### config.mk
export PLATFORM = sky130hd
export DESIGN_NAME = send_fsm
export DESIGN_NICKNAME = d
export VERILOG_FILES = /design/src/rtl/handshake_pkg.sv /design/src/rtl/sync_bit.sv /design/src/rtl/send_fsm.sv
export SDC_FILE = /design/constraint.sdc
export NUM_CORES = 1
export LEC_CHECK = 0
export BUFFER_PORTS_ARGS = -buffer_cell sky130_fd_sc_hd__clkbuf_2
export CORE_MARGIN = 2
export CORE_UTILIZATION = 40
export CTS_CLUSTER_DIAMETER = 120
export DETAILED_ROUTE_END_ITERATION = 8
export PLACE_DENSITY = 0.67
export SLEW_MARGIN = 15
export SYNTH_ARGS = -nofsm -noshare
export SYNTH_HDL_FRONTEND = slang
export SYNTH_SLANG_ARGS = --single-unit
### constraint.sdc
create_clock -name aclk -period 1.6 [get_ports aclk]
set_clock_uncertainty 0.15 [all_clocks]
set_input_delay 0.32 -clock aclk [delete_from_list [all_inputs] [get_ports aclk]]
set_output_delay 0.32 -clock aclk [all_outputs]
set_load 0.05 [all_outputs]
### src/rtl/handshake_pkg.sv
// handshake_pkg: shared definitions for both halves of the four-phase
// req/ack clock-domain-crossing handshake.
//   - hs_state_e          : source-side FSM state encoding (2 bits)
//   - HS_DATA_W_DEF       : default width of the transferred word
//   - HS_SYNC_STAGES_DEF  : default synchronizer depth (minimum 2)
package handshake_pkg;

    localparam int HS_DATA_W_DEF      = 8;
    localparam int HS_SYNC_STAGES_DEF = 2;

    typedef enum logic [1:0] {
        IDLE = 2'b00,
        REQ  = 2'b01,
        DROP = 2'b10
    } hs_state_e;

endpackage

### src/rtl/sync_bit.sv
// sync_bit: single-bit multi-flop synchronizer with async active-low reset.
// Ports:
//   i_clk   : destination clock
//   i_rst_n : asynchronous active-low reset, clears every stage to 0
//   i_d     : asynchronous input bit
//   o_q     : input after SYNC_STAGES flops of i_clk
module sync_bit #(
    parameter int SYNC_STAGES = 2
) (
    input  logic i_clk,
    input  logic i_rst_n,
    input  logic i_d,
    output logic o_q
);

    if (SYNC_STAGES < 2) begin : g_bad_depth
        $error("sync_bit: SYNC_STAGES must be at least 2");
    end

    logic [SYNC_STAGES-1:0] r_chain;

    always_ff @(posedge i_clk or negedge i_rst_n) begin
        if (!i_rst_n) r_chain <= '0;
        else          r_chain <= {r_chain[SYNC_STAGES-2:0], i_d};
    end

    assign o_q = r_chain[SYNC_STAGES-1];

endmodule

### src/rtl/send_fsm.sv
// send_fsm: source-domain (aclk) half of a four-phase req/ack CDC handshake.
// Captures a word on an accepted asend, holds it on adata, raises req, waits
// for the synchronized ack to rise and then fall, and pulses adone on retire.
// Ports:
//   aclk, arst_n : source clock, async active-low reset
//   asend        : load strobe, honoured only while aready=1
//   adata_in     : word sampled on the honoured asend
//   aready       : idle and able to accept asend
//   adone        : one-cycle pulse when the transfer retires
//   req          : registered request toward the destination domain
//   adata        : held data bus toward the destination domain
//   ack          : destination acknowledge, asynchronous to aclk
module send_fsm
    import handshake_pkg::*;
#(
    parameter int DATA_W      = HS_DATA_W_DEF,
    parameter int SYNC_STAGES = HS_SYNC_STAGES_DEF
) (
    input  logic              aclk,
    input  logic              arst_n,
    input  logic              asend,
    input  logic [DATA_W-1:0] adata_in,
    output logic              aready,
    output logic              adone,
    output logic              req,
    output logic [DATA_W-1:0] adata,
    input  logic              ack
);

    hs_state_e         r_state;
    logic              r_req;
    logic              r_adone;
    logic              r_aready;
    logic [DATA_W-1:0] r_adata;
    logic              w_ack_s;

    // Raw ack is only ever seen through this synchronizer.
    sync_bit #(
        .SYNC_STAGES (SYNC_STAGES)
    ) u_ack_sync (
        .i_clk   (aclk),
        .i_rst_n (arst_n),
        .i_d     (ack),
        .o_q     (w_ack_s)
    );

    always_ff @(posedge aclk or negedge arst_n) begin
        if (!arst_n) begin
            r_state  <= IDLE;
            r_req    <= 1'b0;
            r_adone  <= 1'b0;
            r_aready <= 1'b1;
            r_adata  <= '0;
        end else begin
            r_adone <= 1'b0;
            case (r_state)
                IDLE: begin
                    // A stale ack_s here is ignored; REQ waits for it anyway.
                    if (asend) begin
                        r_adata  <= adata_in;
                        r_req    <= 1'b1;
                        r_aready <= 1'b0;
                        r_state  <= REQ;
                    end
                end
                REQ: begin
                    if (w_ack_s) begin
                        r_req   <= 1'b0;
                        r_state <= DROP;
                    end
                end
                DROP: begin
                    // adone and aready rise together on IDLE re-entry so a
                    // new asend can be presented in the adone cycle.
                    if (!w_ack_s) begin
                        r_adone  <= 1'b1;
                        r_aready <= 1'b1;
                        r_state  <= IDLE;
                    end
                end
                default: begin
                    r_req    <= 1'b0;
                    r_aready <= 1'b1;
                    r_state  <= IDLE;
                end
            endcase
        end
    end

    assign req    = r_req;
    assign adata  = r_adata;
    assign adone  = r_adone;
    assign aready = r_aready;

endmodule

# After elaboration in Yosys (flattened, before gate mapping)
# Cells that the tools add are included.
# word_totals
elab_cells,30
ff_bits,15
# classes
n_reduce_logical,5
mux,12
n_eq_ne,5
bitwise_logic,2
# op_table
cell,count
3-bit AND reduction,3
1-bit 2-to-1 mux,6
2-bit 2-to-1 mux,3
1-bit case mux with 3 select lines,2
2-bit case mux with 3 select lines,1
"2-bit inequality test, second input constant",2
"2-bit by 1-bit equality test with 1-bit output, second input constant",1
"2-bit equality test, second input constant",1
2-bit zero test,1
"2-bit by 1-bit inequality test with 1-bit output, second input constant",1
1-bit inverter,2
2-bit AND reduction,1

# Longest topological paths before layout
# Gate-level depths: netlist (run 1).
# logic_depth
ltp_word,3
mapped_depth,4
mapped_depth_nobuf,3

# Hierarchy
# From an unflattened synthesis (run 1), not the netlist that was laid out.
# hier_totals
hier_cells,39
hier_area_um2,601.8
# modules_own_cells
module,instances,seq_area_each_um2,cells_each,area_each_um2
send_fsm,1,326.6,37,551.8
sync_bit,1,50.0,2,50.0

# Least setup slack after synthesis (run 1)
# No wires, ideal clock.
# synth_path
kind,flip-flop to flip-flop
start,register r_state[1]
end,"register r_adata[0], in the netlist adata[0]"
t_arrival_ns,1.145
n_path_buf,1
synth_period_minus_slack_ns,1.420
stages_incl_launch_ff,5
required_ns,1.325
slack_ns,0.180
path_cell_list,dfrtp_1 nor2b_2 nor2b_4 buf_6 mux2_4
# synth_via
elab_chain_len,2
# synth_lines
element,line,source
from (decl),send_fsm.sv:30,hs_state_e r_state;
from (signal assigned),send_fsm.sv:49,r_state <= IDLE;
from (signal assigned),send_fsm.sv:63,r_state <= REQ;
from (signal assigned),send_fsm.sv:69,r_state <= DROP;
2-bit zero test,send_fsm.sv:56,case (r_state)
2-bit AND reduction (no line),--,
to (signal assigned),send_fsm.sv:60,r_adata <= adata_in;
to (decl),send_fsm.sv:34,logic [DATA_W-1:0] r_adata;
# No other way between the ends.
# A chain may end at the register's enable or synchronous reset.

# Final worst setup path (run 1)
# layout_path
start,"register r_aready, in the netlist aready"
end,output aready
# layout_rtl
element,line,source
from (decl),send_fsm.sv:33,logic r_aready;
from (signal assigned),send_fsm.sv:52,r_aready <= 1'b1;
from (signal assigned),send_fsm.sv:62,r_aready <= 1'b0;
from (signal assigned),send_fsm.sv:77,r_aready <= 1'b1;
to (decl),send_fsm.sv:23,"output logic aready,"
# No word-level cell between the ends.

==> results.sh, run 1 <==
export IMPL_multiInputGateArea_um2=206
export IMPL_die_width_um=42.8
export IMPL_detailroute_via_count=378
export IMPL_diodes=0
export IMPL_critPathLaunchType="flop"
export IMPL_finalCriticalPeriod_ns=1.52
export IMPL_area_growth_pct=28.9
export IMPL_antenna_found_initial=0
export IMPL_drt_first_pass_iters=1
export IMPL_vias_per_cell=4.61
export IMPL_io_buffers=22
export IMPL_synth_common_cells="dfrtp_1 (14), mux2_4 (8), nor2_1 (4)"
export IMPL_netlist_top_cells_area="dfrtp_1 (58%), mux2_4 (20%), dfstp_2 (4.4%), nor2_1 (2.5%), nor2b_4 (2.3%)"
export IMPL_critPathMaxStageDelay_ns=0.55
export IMPL_ys_ff_latch=15
export IMPL_postCtsSetupRepairBufs=0
export IMPL_hp_class="input port to flop"
export IMPL_gr_usage_all_layers_pct=12.1
export IMPL_cap_viol_max_count=0
export IMPL_synth_cells=39
export IMPL_yosys_cell_types_count=15
export IMPL_fillers=120
export IMPL_cp_end_kind="primary output"
export IMPL_nNetsFinal=80
export IMPL_overflow=0
export IMPL_yosysSeqAreaShare_pct=62.6
export IMPL_async_flop_share_pct=100
export IMPL_maxSlewViolCount=0
export IMPL_yosys_warnings=0
export IMPL_ys_flop_type="dfrtp_1"
export IMPL_cts_inserted_buffers=3
export IMPL_rows=13
export IMPL_crit_fanout=3
export IMPL_drcViolationCount=0
export IMPL_cts_sinks=15
export IMPL_grt_pass1_wl_um=1570
export IMPL_min_period_over_period_pct=95.0
export IMPL_hold_viol=0
export IMPL_status="finished clean"
export IMPL_synth_top_area_share_pct=58.2
export IMPL_initial_core_util_pct=44.6
export IMPL_setup_tns_ns=0
export IMPL_finalSetupViolCount=0
export IMPL_core_area_um2=1350
export IMPL_layout_drive_gt1_share_pct=55.2
export IMPL_cts_clk_slew_worst_paths_ns=0.09
export IMPL_gp_congestion=0.624
export IMPL_clock_path_buffers=2
export IMPL_arrival_ns=1.05
export IMPL_grt_pass1_vias=371
export IMPL_critPathRequiredTime_ns=1.13
export IMPL_path_delay_family="flip-flops"
export IMPL_dp_hpwl_um=717
export IMPL_fmaxAchievable_mhz=658
export IMPL_synth_most_common_cell="dfrtp_1"
export IMPL_dp_cells=76
export IMPL_synthesis_nets=51
export IMPL_seq_area_um2=377
export IMPL_rsz0062_at_grt="false"
export IMPL_drt_first_iter_violations=0
export IMPL_worst_path_buf_inv=1
export IMPL_routed_wl_um=962
export IMPL_wl_per_cell_um=11.7
export IMPL_worst_skew_pair_late_latency_ns=0.27
export IMPL_die_y_um=42.8
export IMPL_dieArea_um2=1830
export IMPL_synth_edf_count=0
export IMPL_synth_area_um2=602
export IMPL_ant_nets=0
export IMPL_yosysTopAreaCell="dfrtp_1"
export IMPL_htree_levels=1
export IMPL_boundaryPins=23
export IMPL_cp_slowest_cell="dfstp_2"
export IMPL_grt_max_degree=16
export IMPL_stdcell_count=82
export IMPL_clockRootBuffer="clkbuf_4"
export IMPL_cts_tree="yes"
export IMPL_worstSetupPathType="flop to primary output"
export IMPL_slew_headroom_pct=75.8
export IMPL_path_cells="clkbuf_4"
export IMPL_worst_slew_pin_slew_ns=0.363
export IMPL_synth_area_per_cell_um2=15.4
[logic make-up (layout without fill, tap and decap cells)]
family          after synthesis  in the layout  synth area share (%)
compound gates                3              3                  3.12
simple gates                  8              8                  8.11
buf+inv                       3             31                  3.12
xor+xnor                      1              1                  1.46
mux                           9              9                  21.6
flops                        15             15                  62.6
[final cells by class]
cell class | instances | share of cell area (%)
Clock buffer | 4 | 3.39
Sequential cell | 15 | 48.5
Timing Repair Buffer | 25 | 18.1
Tap cell | 15 | 2.42
Multi-Input combinational cell | 21 | 26.6
Inverter | 2 | 0.968
[state kept, by name, indices dropped and copies added, names as in the netlist]
signal,count
adata,8
r_state,2
u_ack_sync.r_chain,2
adone,1
aready,1
req,1
[repair_timing]
action / 4_1_cts / 5_1_grt
hold buffers: 2 / 0
setup endpoints to repair: 0 / 1
gates resized for setup: 0 / 2
hold endpoints to repair: 15 / 0
[cell usage in the layout (no fill, tap or decap)]
cell and instances:
buf_4 1, clkbuf_4 4, dlygate4sd3_1 2, mux2i_1 1
clkbuf_2 21, dfstp_2 1, nor2_1 4, nor3b_1 1
nor2b_4 1, xnor2_1 1, a21oi_1 1, o21ai_0 1
dfrtp_1 14, nor2b_2 1, o22a_1 1, clkbuf_1 1
nand2_1 1, inv_1 2, mux2_4 8
[path summary, 6_finish.rpt]
check,cells past startpoint,from,endpoint,slack [ns]
min in group asynchronous,2,arst_n,adata[3],0.33
min,2,adata_in[0],adata[0],0.12
max,1,aready,aready,0.08
min reg2reg,0,u_ack_sync.r_chain[0],u_ack_sync.r_chain[1],0.21
max reg2reg,3,r_state[1],adata[2],0.11
max in group asynchronous,2,arst_n,aready,0.66
[metal layers]
| layer | GRT usage (%) | up-vias | share of wire [%] |
|---|---|---|---|
| met4 | 9.38 | 0 | 0.83 |
| li1 | - | 186 | - |
| met5 | 0 | - | 0 |
| met1 | 17.2 | 173 | 50 |
| met2 | 14.5 | 17 | 41 |
| met3 | 4.26 | 2 | 8.1 |
[stage by stage]
step	util (%)	setup WS, ns	hold slack [ns]	cell area [um2]
floorplan	-	0.180	-0.126	602
global placement	53.8	0.0757	0.0939	727
detailed placement	53.8	0.0505	0.0982	727
CTS	57.3	0.0212	0.119	773
global route	57.5	0.0312	0.107	776
finish	57.5	0.0795	0.124	776
Power of run 1 is left out: the tool's default activity adds up to more than one toggle a clock period on the data nets, which glitch-free logic cannot reach.
==> run 2, diff against run 1 <==
PLACE_DENSITY = default   (was 0.67)
PLACE_DENSITY_LB_ADDON = 0.1   (was default)
==> run 2 against run 1 <==
  * Count of clock-buffer cells in the layout stayed put
  * Utilization up 0.37 points
  * Global-route usage grew 1.7 points
  * Routed wire length up 9.9%
  * Register-to-register slack hardly changed
  * Setup slack got worse by 0.023 ns
  * Critical endpoint unchanged
==> results.sh, run 2 (same netlist as run 1, synthesis figures left out) <==
export IMPL_cts_clk_slew_worst_paths_ns=0.08
export IMPL_initial_core_util_pct=44.6
export IMPL_status="finished clean"
export IMPL_diodes=0
export IMPL_detailroute_via_count=370
export IMPL_vias_per_cell=4.46
export IMPL_min_delay_start="adata_in[2]"
export IMPL_drt_first_pass_iters=2
export IMPL_path_delay_family="flip-flops"
export IMPL_die_y_um=42.8
export IMPL_overflow=0
export IMPL_grt_pass1_wl_um=1780
export IMPL_ant_nets=0
export IMPL_worst_skew_pair_late_latency_ns=0.27
export IMPL_worstSetupPathType="flop to primary output"
export IMPL_maxSlewViolCount=0
export IMPL_rr_startpoint="r_state[1]"
export IMPL_postCtsSetupRepairBufs=0
export IMPL_clock_path_buffers=2
export IMPL_area_growth_pct=29.7
export IMPL_fillers=114
export IMPL_antenna_found_initial=0
export IMPL_dp_hpwl_um=820
export IMPL_arrival_ns=1.07
export IMPL_cp_slowest_cell="dfstp_2"
export IMPL_die_width_um=42.8
export IMPL_slew_headroom_pct=76.4
export IMPL_hp_class="input port to flop"
export IMPL_drcViolationCount=0
export IMPL_finalCriticalPeriod_ns=1.54
export IMPL_crit_fanout=3
export IMPL_io_buffers=22
export IMPL_wl_per_cell_um=12.7
export IMPL_cts_tree="yes"
export IMPL_holdPathEnd="adata[2]"
export IMPL_routed_wl_um=1060
export IMPL_final_common_cell="clkbuf_2"
export IMPL_setup_tns_ns=0
export IMPL_cap_viol_max_count=0
export IMPL_largest_reg_flops=8
export IMPL_r2r_setup_slack_ns=0.11
export IMPL_fmaxAchievable_mhz=648
export IMPL_worst_slew_pin_slew_ns=0.355
export IMPL_hold_viol=0
export IMPL_htree_levels=1
export IMPL_dieArea_um2=1830
export IMPL_gp_congestion=0.666
export IMPL_worst_path_buf_inv=1
export IMPL_rsz0062_at_grt="false"
export IMPL_nNetsFinal=81
export IMPL_core_area_um2=1350
export IMPL_hold_depth=2
export IMPL_critPathMaxStageDelay_ns=0.55
export IMPL_reg2reg_depth=3
export IMPL_finalSetupViolCount=0
export IMPL_cp_end_kind="primary output"
export IMPL_final_cell_mix="clkbuf_2 (21), dfrtp_1 (14), mux2_4 (8), nor2_1 (4), clkbuf_4 (3)"
export IMPL_min_period_over_period_pct=96.5
export IMPL_clockRootBuffer="clkbuf_4"
export IMPL_cts_inserted_buffers=3
export IMPL_rows=13
export IMPL_drt_first_iter_violations=1
export IMPL_grt_pass1_vias=389
export IMPL_path_cells="buf_2"
export IMPL_layout_drive_gt1_share_pct=55.9
export IMPL_critPathLaunchType="flop"
export IMPL_grt_max_degree=16
export IMPL_boundaryPins=23
export IMPL_critPathRequiredTime_ns=1.13
export IMPL_cts_sinks=15
export IMPL_gr_usage_all_layers_pct=13.8
export IMPL_reg2reg_to="adata[5]"
==> run 2: changes by cell type in the layout (fill, tap and decap cells not counted), sizes merged <==
cell / change
buf: +2
clkbuf: -1
==> run 2: final cells by class <==
class / instances / area (um2) / share of cell area, %
Sequential cell: 15 / 377 / 48.2
Inverter: 2 / 7.51 / 0.962
Multi-Input combinational cell: 21 / 206 / 26.4
Clock buffer: 4 / 26.3 / 3.37
Tap cell: 15 / 18.8 / 2.40
Timing Repair Buffer: 26 / 145 / 18.6
==> run 2: routing by layer <==
layer  track usage (%)  vias up  wire, um
li1                  -      186         -
met1              17.3      165       506
met2              18.8       17       452
met3              5.96        2        77
met4              9.38        0        21
met5                 0        -         0
==> run 2: metrics by stage <==
stage | utilization (%) | worst slack, ns | instance area (um2) | hold slack [ns] | cells
finish | 57.8 | 0.0565 | 781 | 0.125 | 83
floorplan | - | 0.180 | 602 | -0.126 | 39
global placement | 54.4 | 0.0788 | 734 | 0.0924 | 77
global route | 57.8 | 0.0146 | 781 | 0.0973 | 83
detailed placement | 54.4 | 0.0489 | 734 | 0.0989 | 77
CTS | 57.8 | 0.0279 | 781 | 0.118 | 83
==> run 2: what timing repair did <==
item / CTS / global route
hold endpoints to repair: 15 / 0
setup endpoints to repair: 0 / 1
hold buffers: 2 / 0
resized for setup: 0 / 1
==> run 2: worst max-delay path by stage <==
stage / to / cells after the start / start
after floorplan: adata[0] / 4 / r_state[1]
after global placement: adata[5] / 4 / asend
after detailed placement: adata[7] / 4 / asend
after CTS: aready / 1 / aready
after global routing: aready / 1 / aready
final: aready / 1 / aready
Power of run 2 is left out for the same reason.
==> run 3, diff against run 2 <==
CORE_MARGIN = 4   (was 2)
==> run 3 against run 2 <==
  * Routed wire length down 9.1%
  * Setup slack lost 0.015 ns
  * Die area up 20%
  * Critical endpoint unchanged
==> results.sh, run 3 (same netlist as run 1, synthesis figures left out) <==
export IMPL_status="finished clean"
export IMPL_maxSlewViolCount=0
export IMPL_fmaxAchievable_mhz=642
export IMPL_fin_area_um2=781
export IMPL_endpoint="aready"
export IMPL_drt_first_iter_violations=2
export IMPL_critPathRequiredTime_ns=1.13
export IMPL_antenna_found_initial=0
export IMPL_gp_congestion=0.781
export IMPL_final_cell_mix="clkbuf_2 (21), dfrtp_1 (14), mux2_4 (8), nor2_1 (4), clkbuf_4 (3)"
export IMPL_slew_headroom_pct=76.6
export IMPL_clockRootBuffer="clkbuf_4"
export IMPL_boundaryPins=23
export IMPL_worst_path_buf_inv=1
export IMPL_drt_first_pass_iters=2
export IMPL_hold_viol=0
export IMPL_htree_levels=1
export IMPL_layout_drive_gt1_share_pct=55.9
export IMPL_crit_path_start="aready"
export IMPL_finalCriticalPeriod_ns=1.56
export IMPL_wl_per_cell_um=11.6
export IMPL_dieArea_um2=2190
export IMPL_hp_class="input port to flop"
export IMPL_fillers=127
export IMPL_critPathMaxStageDelay_ns=0.55
export IMPL_nNetsFinal=81
export IMPL_grt_pass1_wl_um=1570
export IMPL_detailroute_via_count=387
export IMPL_finalSetupViolCount=0
export IMPL_worstSetupPathType="flop to primary output"
export IMPL_crit_fanout=3
export IMPL_cap_viol_max_count=0
export IMPL_ant_nets=0
export IMPL_area_growth_pct=29.7
export IMPL_cts_inserted_buffers=3
export IMPL_cp_end_kind="primary output"
export IMPL_reg2reg_to="adata[5]"
export IMPL_die_y_um=46.8
export IMPL_path_delay_family="flip-flops"
export IMPL_clock_path_buffers=2
export IMPL_path_depth=1
export IMPL_grt_max_degree=16
export IMPL_min_period_over_period_pct=97.4
export IMPL_largest_reg_flops=8
export IMPL_arrival_ns=1.09
export IMPL_r2r_setup_slack_ns=0.10
export IMPL_die_width_um=46.8
export IMPL_rr_startpoint="r_state[1]"
export IMPL_initial_core_util_pct=44.0
export IMPL_io_buffers=22
export IMPL_path_cells="buf_2"
export IMPL_critPathLaunchType="flop"
export IMPL_rows=13
export IMPL_gr_usage_all_layers_pct=10.6
export IMPL_reg2reg_depth=3
export IMPL_worst_slew_pin_slew_ns=0.350
export IMPL_cp_slowest_cell="dfstp_2"
export IMPL_setup_tns_ns=0
export IMPL_cts_clk_slew_worst_paths_ns=0.09
export IMPL_core_area_um2=1370
export IMPL_cts_tree="yes"
export IMPL_overflow=0
export IMPL_worst_skew_pair_late_latency_ns=0.28
export IMPL_dp_hpwl_um=744
export IMPL_cts_sinks=15
export IMPL_final_common_cell="clkbuf_2"
export IMPL_grt_pass1_vias=378
export IMPL_vias_per_cell=4.66
export IMPL_drcViolationCount=0
export IMPL_placed_area_um2=734
export IMPL_routed_wl_um=961
export IMPL_diodes=0
export IMPL_rsz0062_at_grt="false"
[run 3: cell counts in the layout (fill, tap and decap cells not counted)]
No cell type changed its count.
[run 3: layout make-up]
type | count | area [um2] | share of cell area, %
Sequential cell | 15 | 377 | 48.2
Multi-Input combinational cell | 21 | 206 | 26.4
Timing Repair Buffer | 26 | 145 | 18.6
Clock buffer | 4 | 26.3 | 3.37
Tap cell | 15 | 18.8 | 2.40
Inverter | 2 | 7.51 | 0.962
[run 3: worst min path at each step]
stage | startpoint | to | cells after the start
2_1_floorplan | arst_n | adata[0] | 0
3_3_place_gp | arst_n | r_state[0] | 1
3_5_place_dp | arst_n | r_state[0] | 1
4_1_cts | adata_in[7] | adata[7] | 2
5_1_grt | adata_in[2] | adata[2] | 2
6_report | adata_in[4] | adata[4] | 2
[run 3: stage by stage]
stage / instances / setup WS [ns] / utilization (%) / hold WS (ns)
final: 83 / 0.0414 / 57.1 / 0.116
after detailed placement: 77 / 0.0645 / 53.8 / 0.0965
after CTS: 83 / 0.0147 / 57.1 / 0.109
after global routing: 83 / 0.00290 / 57.1 / 0.0988
after floorplan: 39 / 0.180 / - / -0.126
after global placement: 77 / 0.0726 / 53.8 / 0.0978
[run 3: layer usage]
| layer | vias up | track usage [%] | wire [um] |
|---|---|---|---|
| li1 | 186 | - | - |
| met1 | 180 | 15.2 | 460 |
| met2 | 19 | 12.7 | 390 |
| met3 | 2 | 3.83 | 94 |
| met4 | 0 | 8.29 | 15 |
| met5 | - | 0 | 0 |
[run 3: timing repair]
action | 4_1_cts | 5_1_grt
hold endpoints to repair | 15 | 0
gates resized for setup | 0 | 1
setup buffers | 0 | 0
endpoints found under the setup margin | 0 | 1
hold buffers | 2 | 0
Power of run 3 is left out for the same reason.
